## src/rtl/fwd_hazard_scoreboard.sv

```systemverilog
// rtl/fwd_hazard_scoreboard.sv - forwarding select and load-use stall unit for the integer pipeline
// Optional FWD_STATS_EN adds saturating stall_cnt / fwd_cnt outputs.
module fwd_hazard_scoreboard #(
   parameter  int NSRC  = 2,
   parameter  int DEPTH = 3,
   parameter  int REGW  = 5,
   localparam int SELW  = $clog2(DEPTH + 1)
) (
   input  logic                   clk,
   input  logic                   rst,
   input  logic                   id_valid,
   input  logic [2:0]             id_type,
   input  logic [REGW-1:0]        id_rd,
   input  logic [NSRC*REGW-1:0]   id_rs,
   input  logic [NSRC-1:0]        id_rs_used,
   input  logic                   flush,
   output logic [NSRC*SELW-1:0]   fw_sel,
   output logic                   stall
`ifdef FWD_STATS_EN
   ,
   output logic [15:0]            stall_cnt,
   output logic [15:0]            fwd_cnt
`endif
);

   localparam logic [2:0] T_LOAD = 3'b000;
   localparam logic [2:0] T_S    = 3'b010;
   localparam logic [2:0] T_B    = 3'b111;

   logic                 ex_valid_q, ex_valid_d;
   logic [NSRC*REGW-1:0] ex_rs_q, ex_rs_d;
   logic [NSRC-1:0]      ex_used_q, ex_used_d;
   logic [REGW-1:0]      ex_rd_q, ex_rd_d;
   logic                 ex_wr_q, ex_wr_d;
   logic                 ex_load_q, ex_load_d;

   logic                 st_valid_q [1:DEPTH];
   logic [REGW-1:0]      st_rd_q    [1:DEPTH];
   logic                 st_wr_q    [1:DEPTH];

   logic                 rs_hit;
   logic                 ex_load_live;

   always_comb begin
      rs_hit = 1'b0;
      for (int s = 0; s < NSRC; s++) begin
         if (id_rs_used[s] && (id_rs[s*REGW +: REGW] == ex_rd_q)) begin
            rs_hit = 1'b1;
         end
      end
      ex_load_live = ex_valid_q && ex_load_q && ex_wr_q && (ex_rd_q != '0);
      stall        = id_valid && !flush && ex_load_live && rs_hit;

      // A stalled or flushed ID instruction leaves a bubble in EX.
      ex_valid_d = id_valid && !flush && !stall;
      ex_rs_d    = id_rs;
      ex_used_d  = id_rs_used;
      ex_rd_d    = id_rd;
      ex_wr_d    = (id_type != T_S) && (id_type != T_B);
      ex_load_d  = (id_type == T_LOAD);
   end

   // Scan from the oldest stage down so the nearest live match is written last.
   always_comb begin
      fw_sel = '0;
      for (int s = 0; s < NSRC; s++) begin
         for (int k = DEPTH; k >= 1; k--) begin
            if (ex_valid_q && ex_used_q[s] && st_valid_q[k] && st_wr_q[k] &&
                (st_rd_q[k] != '0) && (st_rd_q[k] == ex_rs_q[s*REGW +: REGW])) begin
               fw_sel[s*SELW +: SELW] = SELW'(k);
            end
         end
      end
   end

   always_ff @(posedge clk or posedge rst) begin
      if (rst) begin
         ex_valid_q <= 1'b0;
         ex_rs_q    <= '0;
         ex_used_q  <= '0;
         ex_rd_q    <= '0;
         ex_wr_q    <= 1'b0;
         ex_load_q  <= 1'b0;
         for (int k = 1; k <= DEPTH; k++) begin
            st_valid_q[k] <= 1'b0;
            st_rd_q[k]    <= '0;
            st_wr_q[k]    <= 1'b0;
         end
      end else begin
         ex_valid_q    <= ex_valid_d;
         ex_rs_q       <= ex_rs_d;
         ex_used_q     <= ex_used_d;
         ex_rd_q       <= ex_rd_d;
         ex_wr_q       <= ex_wr_d;
         ex_load_q     <= ex_load_d;
         st_valid_q[1] <= ex_valid_q;
         st_rd_q[1]    <= ex_rd_q;
         st_wr_q[1]    <= ex_wr_q;
         for (int k = 2; k <= DEPTH; k++) begin
            st_valid_q[k] <= st_valid_q[k-1];
            st_rd_q[k]    <= st_rd_q[k-1];
            st_wr_q[k]    <= st_wr_q[k-1];
         end
      end
   end

`ifdef FWD_STATS_EN
   logic [15:0] stall_cnt_q, stall_cnt_d;
   logic [15:0] fwd_cnt_q, fwd_cnt_d;

   always_comb begin
      stall_cnt_d = stall_cnt_q;
      fwd_cnt_d   = fwd_cnt_q;
      if (stall && (stall_cnt_q != 16'hFFFF)) begin
         stall_cnt_d = stall_cnt_q + 16'd1;
      end
      if ((|fw_sel) && (fwd_cnt_q != 16'hFFFF)) begin
         fwd_cnt_d = fwd_cnt_q + 16'd1;
      end
   end

   always_ff @(posedge clk or posedge rst) begin
      if (rst) begin
         stall_cnt_q <= '0;
         fwd_cnt_q   <= '0;
      end else begin
         stall_cnt_q <= stall_cnt_d;
         fwd_cnt_q   <= fwd_cnt_d;
      end
   end

   assign stall_cnt = stall_cnt_q;
   assign fwd_cnt   = fwd_cnt_q;
`endif

endmodule

```

## config.mk

```make
export PLATFORM = sky130hd
export DESIGN_NAME = fwd_hazard_scoreboard
export DESIGN_NICKNAME = d
export VERILOG_FILES = /design/src/rtl/fwd_hazard_scoreboard.sv
export SDC_FILE = /design/constraint.sdc
export NUM_CORES = 1
export LEC_CHECK = 0
export ABC_CLOCK_PERIOD_IN_PS = 1900
export BUFFER_PORTS_ARGS = -buffer_cell sky130_fd_sc_hd__clkbuf_2
export CORE_ASPECT_RATIO = 2
export CORE_MARGIN = 5
export CORE_UTILIZATION = 54
export CTS_CLUSTER_DIAMETER = 80
export DETAILED_ROUTE_END_ITERATION = 10
export GPL_ROUTABILITY_DRIVEN = 0
export GPL_TIMING_DRIVEN = 1
export PLACE_DENSITY = 0.77
export SLEW_MARGIN = 15
export SYNTH_ARGS = -nofsm -noshare
export SYNTH_HDL_FRONTEND = slang
export SYNTH_SLANG_ARGS = --single-unit
```

## constraint.sdc

```tcl
create_clock -name clk -period 1.9 [get_ports clk]
set_clock_uncertainty 0.1 [all_clocks]
set_input_delay 0.19 -clock clk [delete_from_list [all_inputs] [get_ports clk]]
set_output_delay 0.19 -clock clk [all_outputs]
set_load 0.02 [all_outputs]
```

After elaboration in Yosys (flattened, before gate mapping) --
Index checks and enable logic that the tools add are counted.
Storage, ports and cells: bits in registers 41, input port bits 24, output and inout bits 5, logic and storage cells 76
Cells by class: equal/unequal tests 10, multiplexer cells 8, reductions and logical operators 43
Operators by type and width (count):
- $eq A5 B5 Y1 | 8
- $logic_and A1 B1 Y1 | 36
- $reduce_bool A5 Y1 | 4
- $mux W2 | 6
- $logic_not A3 Y1 | 1
- $ne A3 B2 Y1 const B | 1
- $ne A3 B3 Y1 const B | 1
- $logic_not A1 Y1 | 2
- $mux W1 | 2

Depth between registers and ports, before layout --
Gate-level depths: netlist of the first run.
depth in word-level cells 8, mapped depth 4, gate-level depth less buffers 4

Worst setup path before layout of the first run --
OpenSTA, ideal clock, no wires.
path kind register -> output, start point reg st_rd_q[6] in the netlist's numbering, end point out fw_sel[0], arrival 1.683 ns, data required time 1.610 ns, slack -0.073 ns, cell stages (with the launch flop) 5, buffers on the path 0, cell sequence dfrtp_1 or4_1 o211ai_1 nor4_1 o21ai_0
On the way: longest elaborated chain between the ends 5, elaborated cells between the ends (all ways) 6, classes of those cells eq/ne (1); mux (2); reduce/logical (3)
RTL lines:
- start, declared | line 38 | logic [REGW-1:0] st_rd_q [1:DEPTH];
- start signal, assigned by index | line 101 | st_rd_q[k] <= st_rd_q[k-1];
- $reduce_bool A5 Y1 | line 69 | (st_rd_q[k] != '0) && (st_rd_q[k] == ex_rs_q[s*REGW +: REGW])) begin
- $logic_and A1 B1 Y1 | line 68 | if (ex_valid_q && ex_used_q[s] && st_valid_q[k] && st_wr_q[k] &&
- $logic_and A1 B1 Y1 * | line 69
- $mux W2 * (2 in series) | line 68
- end, declared | line 17 | output logic [NSRC*SELW-1:0] fw_sel,
Mark *: on every way between the ends. The rest lies on a longest branch, timed or not.

Worst setup path after layout of the first run --
start point reg st_rd_q[12] in the netlist's numbering, end point out fw_sel[1]
On the way: longest elaborated chain between the ends 4, elaborated cells between the ends (all ways) 5, classes of those cells eq/ne (1); mux (1); reduce/logical (3)
RTL lines (line):
- $reduce_bool A5 Y1 | 69
- $logic_and A1 B1 Y1 | 68
- $logic_and A1 B1 Y1 * | 69
- $mux W2 * | 68
Marked as above.

==> results.ini, run 1 <==
[cells_and_area]
postLayoutCoreUtil_pct=81.1
nNetsFinal=220
regArea_sq_um=1030
multi_input_area_sq_um=669
antenna_cells=0
final_area_sq_um=2390
final_cells=227
fillers=169
drive_gt1_share_pct=34.0
area_growth_pct=45.8

[logic_synthesis]
synth_enable_flop_cells=0
synth.distinct_cells=22
synth_area_sq_um=1640
yosys_most_used_dff=dfrtp_1
ys_warn_count=0
synth_cells=122
synth_top_family_by_area=XOR/XNOR gates
yosysSeqAreaShare_pct=62.7
yosys.area.top_type=dfrtp_1
synthAdderAreaFrac_pct=0
avgSynthCellArea_sq_um=13.4
synth-simple-area-share_pct=10.4
netlist_top_cells_count=dfrtp_1 (41), xor2_1 (22), xnor2_1 (19)
synth-xor-area-share_pct=21.9
synth_compound_area_share_pct=4.74
async_flop_share_pct=100
synth.most_common_cell=dfrtp_1
synth_fp_nets=146
synth-seq-cells=41
synth_mux_area_share_pct=0
synth_top_area_share_pct=62.7
synth.area.top_cells=dfrtp_1 (63%), xor2_1 (12%), xnor2_1 (10%), nor4_1 (2.3%), or4_1 (2.3%)

[floorplanning]
core_area_sq_um=2940
dieArea_sq_um=4300
initial_core_util_pct=55.6
ioPinCount=29
dieWidth_um=48.9
die_h_um=87.9
rows=28

[placement]
placed_area_sq_um=1910
dpl.cell_count=193
dp_hpwl_um=2850
port-buffer-count=28

[critical_path]
cp-start-kind=register
max_stage_delay_ns=0.50
crit_type=reg -> out
reg2reg_depth=6
worstPathCellList=or4_1 > o211ai_1 > or4_4 > o21a_1 > clkbuf_8
arrival_ns=1.94
path_buf_inv=1
path_delay_family=simple AND/OR/NAND/NOR gates
cp-end-kind=primary output
slowest_stage=or4_1
reg2reg_slack_ns=0.26
cp.required_ns=1.61
cp_max_fo=3
worst-path-stages=5

[min_path]
holdPathStages=3
hp-class=in -> reg

[clock_network]
ctsLongestPathBuffers=2
cts_buffers=5
clock_sinks=41
clockRootBuffer=clkbuf_8
htree_levels=2
cts_tree=yes
clk_pin_slew_ns=0.08
insertion_delay_ns=0.30

[detailed_routing]
num_vias=1255
wl_um=4290
wire_per_inst_um=18.9
remaining_drc_errors=0
drt_iter0_drc=16
vias_per_cell=5.53
dr.pass1.iters=4
ant_nets=0

[sta]
period_share_pct=117
rsz0062_at_grt=true
whs_ns=0.0570
setup_violations=5
drv_slew=0
slew_headroom_pct=66.2
tightest_slew_ns=0.507
hold_viol_final=0
min_period_ns=2.23
finalWorstSetupSlack_ns=-0.327
max_freq_mhz=449

[pwr]
power_leakage_nw=1.06
finalPower_mw=2.02
ir_drop_v=0.000785
p_per_area_nw_per_um2=847

[status]
status=complete, but fails checks
violations=negative setup slack

[grt]
first_global_vias=1433
overflow=0
gr-usage-all-layers_pct=21.9
antenna_found_initial=0
grt_pass1_wl_um=6760
grt_max_degree=42

[job]
cap_viol_max_count=0

path summary, 6_finish.rpt:
| kind | startpoint | to |
|---|---|---|
| max | st_rd_q[12] | fw_sel[1] |
| min | id_type[0] | ex_wr_q |
| max reg2reg | ex_rd_q[3] | ex_valid_q |
| min reg2reg | st_valid_q[2] | st_valid_q[1] |
| max in group asynchronous | rst | ex_rd_q[0] |
| min in group asynchronous | rst | ex_rs_q[9] |
state kept, by name, indices dropped and copies added (netlist names):
signal      count
st_rd_q        15
ex_rs_q        10
ex_rd_q         5
st_valid_q      3
st_wr_q         3
ex_used_q       2
ex_load_q       1
ex_valid_q      1
ex_wr_q         1
cell type report:
| type | count | share of cell area, % |
|---|---|---|
| sequential | 41 | 43.1 |
| multi-input combinational | 80 | 28.1 |
| timing repair buffer | 67 | 21.5 |
| clock buffer | 5 | 2.88 |
| clock inverter | 3 | 2.73 |
| tap | 30 | 1.57 |
| inverter | 1 | 0.157 |
layer usage:
| layer | track usage [%] | wire [um] |
|---|---|---|
| met3 | 5.28 | 217 |
| met5 | 0 | 0 |
| met1 | 18.0 | 1200 |
| met4 | 19.4 | 418 |
| met2 | 41.0 | 2450 |
stage by stage:
| stage | worst slack, ns | setup TNS [ns] |
|---|---|---|
| after detailed placement | -0.0390 | -0.0450 |
| final | -0.327 | -1.48 |
| after global routing | -0.426 | -2.03 |
| after floorplan | 0.0798 | 0 |
| after global placement | -0.0269 | -0.0328 |
| after CTS | -0.333 | -1.46 |
logic make-up after synthesis:
group / after synthesis
XOR/XNOR: 41
flip-flops: 41
AO/OA/AOI/OAI: 10
buffers and inverters: 1
AND/OR/NAND/NOR: 29
power by group:
part,total (mW),internal (mW),leakage [nW],switching [mW]
clock,0.818,0.522,0.0681,0.296
combinational,0.234,0.129,0.513,0.105
sequential,0.968,0.919,0.477,0.0493
total,2.02,1.57,1.06,0.451
worst register-to-register path: stages (launching register included):
cell,delay [ns]
dfrtp_1,0.40
buf_4,0.14
xor2_1,0.15
nor4_1,0.22
buf_4,0.19
a32oi_2,0.11
o21ba_2,0.22
placed cells by master (no fill, tap or decap), types with 2 or more instances in the layout:
cell / n
and3_1: 2
buf_4: 19
bufinv_16: 2
clkbuf_8: 7
or4_1: 2
buf_6: 2
o211ai_1: 2
dfrtp_1: 39
nor2_1: 2
o21ai_1: 2
xor2_1: 21
o21a_1: 2
nor4_1: 5
dlygate4sd3_1: 20
xnor2_1: 18
or4_4: 3
dfrtp_2: 2
clkbuf_2: 24
nand3_1: 2
nand4_1: 4
nand2_1: 3
timing repair:
item,4_1_cts,5_1_grt
endpoints found under the hold margin,60,0
gates resized for setup,16,6
pin swaps,11,9
endpoints found under the setup margin,5,5
hold buffers,20,0
buffers inserted,5,1
Power figures use the tool's default switching activity.
==> run 2, diff against run 1 <==
--- a/config.mk
+++ b/config.mk
@@ -15,6 +15,7 @@
 export GPL_ROUTABILITY_DRIVEN = 0
 export GPL_TIMING_DRIVEN = 1
 export PLACE_DENSITY = 0.77
+export RECOVER_POWER = 25
 export SLEW_MARGIN = 15
 export SYNTH_ARGS = -nofsm -noshare
 export SYNTH_HDL_FRONTEND = slang
==> run 2 against run 1 <==
  * The flow still finishes with violations (negative setup slack)
  * Global-route usage is the same
  * Critical path type unchanged
  * Die area is the same
  * Routed wire length is essentially flat
  * Sequential power is essentially flat
==> results.ini, run 2 (synthesis gave the netlist of run 1 again) <==
[placement]
dpl.cell_count=193
placed_area_sq_um=1910
port-buffer-count=28
dp_hpwl_um=2850

[floorplanning]
ioPinCount=29
die_h_um=87.9
rows=28
dieWidth_um=48.9
dieArea_sq_um=4300
initial_core_util_pct=55.6
core_area_sq_um=2940

[pwr]
ir_drop_v=0.000785
power_leakage_nw=1.05
finalPower_mw=2.02
p_per_area_nw_per_um2=849

[critical_path]
path_buf_inv=1
cp_max_fo=3
cp.required_ns=1.61
cp-end-kind=primary output
path_delay_family=simple AND/OR/NAND/NOR gates
crit_type=reg -> out
cp-start-kind=register
max_stage_delay_ns=0.50
slowest_stage=or4_1
arrival_ns=1.94
worstPathCellList=or4_1 > o211ai_1 > or4_4 > o21a_1 > clkbuf_8

[sta]
max_freq_mhz=449
finalWorstSetupSlack_ns=-0.327
period_share_pct=117
slew_headroom_pct=66.2
rsz0062_at_grt=true
hold_viol_final=0
drv_slew=0
setup_violations=5
setup_tns_ns=-1.49
whs_ns=0.0573
tightest_slew_ns=0.507
min_period_ns=2.23

[clock_network]
insertion_delay_ns=0.30
clock_sinks=41
htree_levels=2
cts_buffers=5
clockRootBuffer=clkbuf_8
cts_tree=yes
clk_pin_slew_ns=0.08
ctsLongestPathBuffers=2

[detailed_routing]
remaining_drc_errors=0
wl_um=4290
vias_per_cell=5.52
ant_nets=0
num_vias=1254
drt_iter0_drc=16
dr.pass1.iters=4
wire_per_inst_um=18.9

[status]
violations=negative setup slack
status=complete, but fails checks

[cells_and_area]
largest_reg_flops=15
drive_gt1_share_pct=31.5
final_common_cell=dfrtp_1
final_area_sq_um=2380
top_register=st_rd_q
layout_common_cells=dfrtp_1 (40), xor2_1 (21), clkbuf_2 (21)
antenna_cells=0
top_regs=st_rd_q x15, ex_rs_q x10, ex_rd_q x5
area_growth_pct=45.3
final_cells=227
nNetsFinal=220

[grt]
grt_pass1_wl_um=6760
overflow=0
gr-usage-all-layers_pct=21.9
first_global_vias=1433
grt_max_degree=42
antenna_found_initial=0

[min_path]
hp-class=in -> reg

[job]
cap_viol_max_count=0

[run 2: cell count changes in the layout (fill, tap and decap cells not counted)]
cell	before	now
buf_4	19	18
clkbuf_1	0	4
clkbuf_2	24	21
dfrtp_1	39	40
dfrtp_2	2	1
[run 2: power breakdown]
group / internal [mW] / switching (mW)
Combinational: 0.127 / 0.105
Clock: 0.522 / 0.296
Sequential: 0.919 / 0.0493
[run 2: what timing repair did]
item / in CTS / in global routing
endpoints found under the hold margin: 60 / 0
buffers inserted: 5 / 1
endpoints found under the setup margin: 5 / 5
resized for setup: 16 / 6
pin swaps: 11 / 9
hold buffers: 20 / 0
[run 2: worst register-to-register path: cells and delay by family (launching register included)]
family / cells / cell delay, ns
AO/OA/AOI/OAI: 2 / 0.33
flip-flops: 1 / 0.40
buffers and inverters: 2 / 0.33
AND/OR/NAND/NOR: 1 / 0.22
XOR/XNOR: 1 / 0.15
[run 2: cell type report]
class	instances	area [sq um]
inverter	1	3.75
fill	171	566
timing repair buffer	67	505
tap	30	37.5
sequential	41	1030
multi-input combinational	80	669
clock inverter	3	65.1
clock buffer	5	68.8
[run 2: final timing paths]
path,from,end,slack (ns),cells past startpoint
max in group asynchronous,rst,st_rd_q[12],0.88,4
min in group asynchronous,rst,ex_rs_q[9],0.45,4
min,id_type[0],ex_wr_q,0.06,3
max reg2reg,ex_rd_q[3],ex_valid_q,0.26,6
min reg2reg,st_valid_q[2],st_valid_q[1],0.29,0
max,st_rd_q[12],fw_sel[1],-0.33,5
[run 2: metrics by stage]
stage	util (%)	setup slack (ns)
after floorplan	-	0.0798
after global placement	65.0	-0.0269
after detailed placement	65.0	-0.0390
after CTS	80.4	-0.333
after global routing	80.8	-0.429
final	80.8	-0.327
[run 2: metal layers]
layer / track usage (%) / wire length (um)
met2: 41.0 / 2450
met3: 5.28 / 217
met4: 19.4 / 418
met5: 0 / 0
met1: 18.0 / 1210
==> run 3, diff against run 2 <==
--- a/config.mk
+++ b/config.mk
@@ -16,6 +16,7 @@
 export GPL_TIMING_DRIVEN = 1
 export PLACE_DENSITY = 0.77
 export RECOVER_POWER = 25
+export SKIP_LAST_GASP = 1
 export SLEW_MARGIN = 15
 export SYNTH_ARGS = -nofsm -noshare
 export SYNTH_HDL_FRONTEND = slang
==> run 3 against run 2 <==
  * The flow still finishes with violations (negative setup slack)
  * Sequential share of layout area down 0.27 points
  * Maximum frequency down 1.1%
  * Global-route usage about the same
  * Worst setup slack worse by 0.025 ns
  * Highest routed layer unchanged
==> results.ini, run 3 (synthesis gave the netlist of run 1 again) <==
[status]
status=complete, but fails checks
violations=negative setup slack

[sta]
setup_tns_ns=-1.49
period_share_pct=119
tightest_slew_ns=0.503
max_freq_mhz=444
finalWorstSetupSlack_ns=-0.352
hold_viol_final=0
slew_headroom_pct=66.5
rsz0062_at_grt=true
drv_slew=0
min_period_ns=2.25
setup_violations=5

[grt]
antenna_found_initial=0
grt_max_degree=42
use_met1_pct=18.0
grtUsageMet2_pct=41.0
grt_pass1_wl_um=6770
gr-usage-all-layers_pct=21.9
overflow=0
gr-max-usage-layer=met2
first_global_vias=1436
met3_usage_pct=5.45

[floorplanning]
initial_core_util_pct=55.6
dieArea_sq_um=4300
dieWidth_um=48.9
core_area_sq_um=2940
ioPinCount=29
die_h_um=87.9
rows=28

[critical_path]
reg2reg_from=ex_rd_q[3]
cp-start-kind=register
crit_start=st_rd_q[11]
cp.required_ns=1.61
arrival_ns=1.96
cp-end-kind=primary output
cp_max_fo=3
crit_type=reg -> out

[detailed_routing]
ant_nets=0
drt_iter0_drc=33
remaining_drc_errors=0
wl_um=4420
dr.pass1.iters=4
wire_per_inst_um=19.5
num_vias=1262
vias_per_cell=5.56

[cells_and_area]
layout_common_cells=dfrtp_1 (40), xor2_1 (21), dlygate4sd3_1 (20), clkbuf_2 (20), buf_4 (18)
drive_gt1_share_pct=32.5
fillers=172
multi_input_area_sq_um=681
top_regs=st_rd_q x15, ex_rs_q x10, ex_rd_q x5
nNetsFinal=220
top_register=st_rd_q
regArea_sq_um=1030
area_growth_pct=46.2
largest_reg_flops=15
final_common_cell=dfrtp_1
antenna_cells=0

[clock_network]
clock_sinks=41
htree_levels=2
ctsLongestPathBuffers=2
cts_buffers=5
insertion_delay_ns=0.30
cts_tree=yes
clockRootBuffer=clkbuf_8
clk_pin_slew_ns=0.07

[pwr]
finalPower_mw=2.02
ir_drop_v=0.000788
p_per_area_nw_per_um2=845
power_leakage_nw=1.05

[job]
cap_viol_max_count=0

[placement]
dp_hpwl_um=2850
port-buffer-count=28

[min_path]
hp-class=in -> reg
hold_path_startpoint=id_type[0]

[run 3: layout make-up]
type                       count  area share [%]
clock buffer                   5            2.88
clock inverter                 3            2.72
inverter                       1           0.157
multi-input combinational     80            28.5
sequential                    41            42.9
tap                           30            1.57
timing repair buffer          67            21.3
[run 3: worst max-delay path, stage by stage (launching register included)]
cell      delay, ns
dfrtp_1        0.41
buf_4          0.16
xnor2_2        0.18
nand4_1        0.12
or4_4          0.53
o21a_1         0.13
clkbuf_8       0.15
[run 3: metal layers]
metal / wire length (um) / up-vias
li1: - / 571
met1: 1280 / 612
met2: 2560 / 53
met3: 210 / 26
met4: 379 / 0
met5: 0 / -
[run 3: worst paths after layout]
kind                                  to  slack (ns)  depth (start not counted)
max                            fw_sel[3]       -0.35                          6
min                              ex_wr_q        0.06                          3
max reg2reg                   ex_valid_q        0.29                          4
min reg2reg                st_valid_q[1]        0.29                          0
max in group asynchronous    st_rd_q[12]        0.89                          4
min in group asynchronous     ex_rs_q[9]        0.45                          4
[run 3: timing repair]
item                                    in CTS  in global routing
endpoints found under the setup margin       5                  5
hold endpoints to repair                    60                  0
buffers inserted                             5                  1
hold buffers                                20                  0
pin swaps                                   11                  8
gates resized for setup                     15                 13
[run 3: power by group]
group / internal, mW / switching [mW]
logic: 0.129 / 0.107
registers: 0.919 / 0.0499
clock network: 0.522 / 0.296
total: 1.57 / 0.453
[run 3: through the flow]
step | instance area (sq um) | hold WS (ns) | setup WS, ns | std cells | util, %
2_1_floorplan | 1640 | 0.121 | 0.0798 | 122 | -
3_3_place_gp | 1910 | 0.198 | -0.0269 | 193 | 65.0
3_5_place_dp | 1910 | 0.200 | -0.0390 | 193 | 65.0
4_1_cts | 2360 | 0.0457 | -0.333 | 226 | 80.1
5_1_grt | 2390 | 0.0525 | -0.425 | 227 | 81.3
6_report | 2390 | 0.0576 | -0.352 | 227 | 81.3
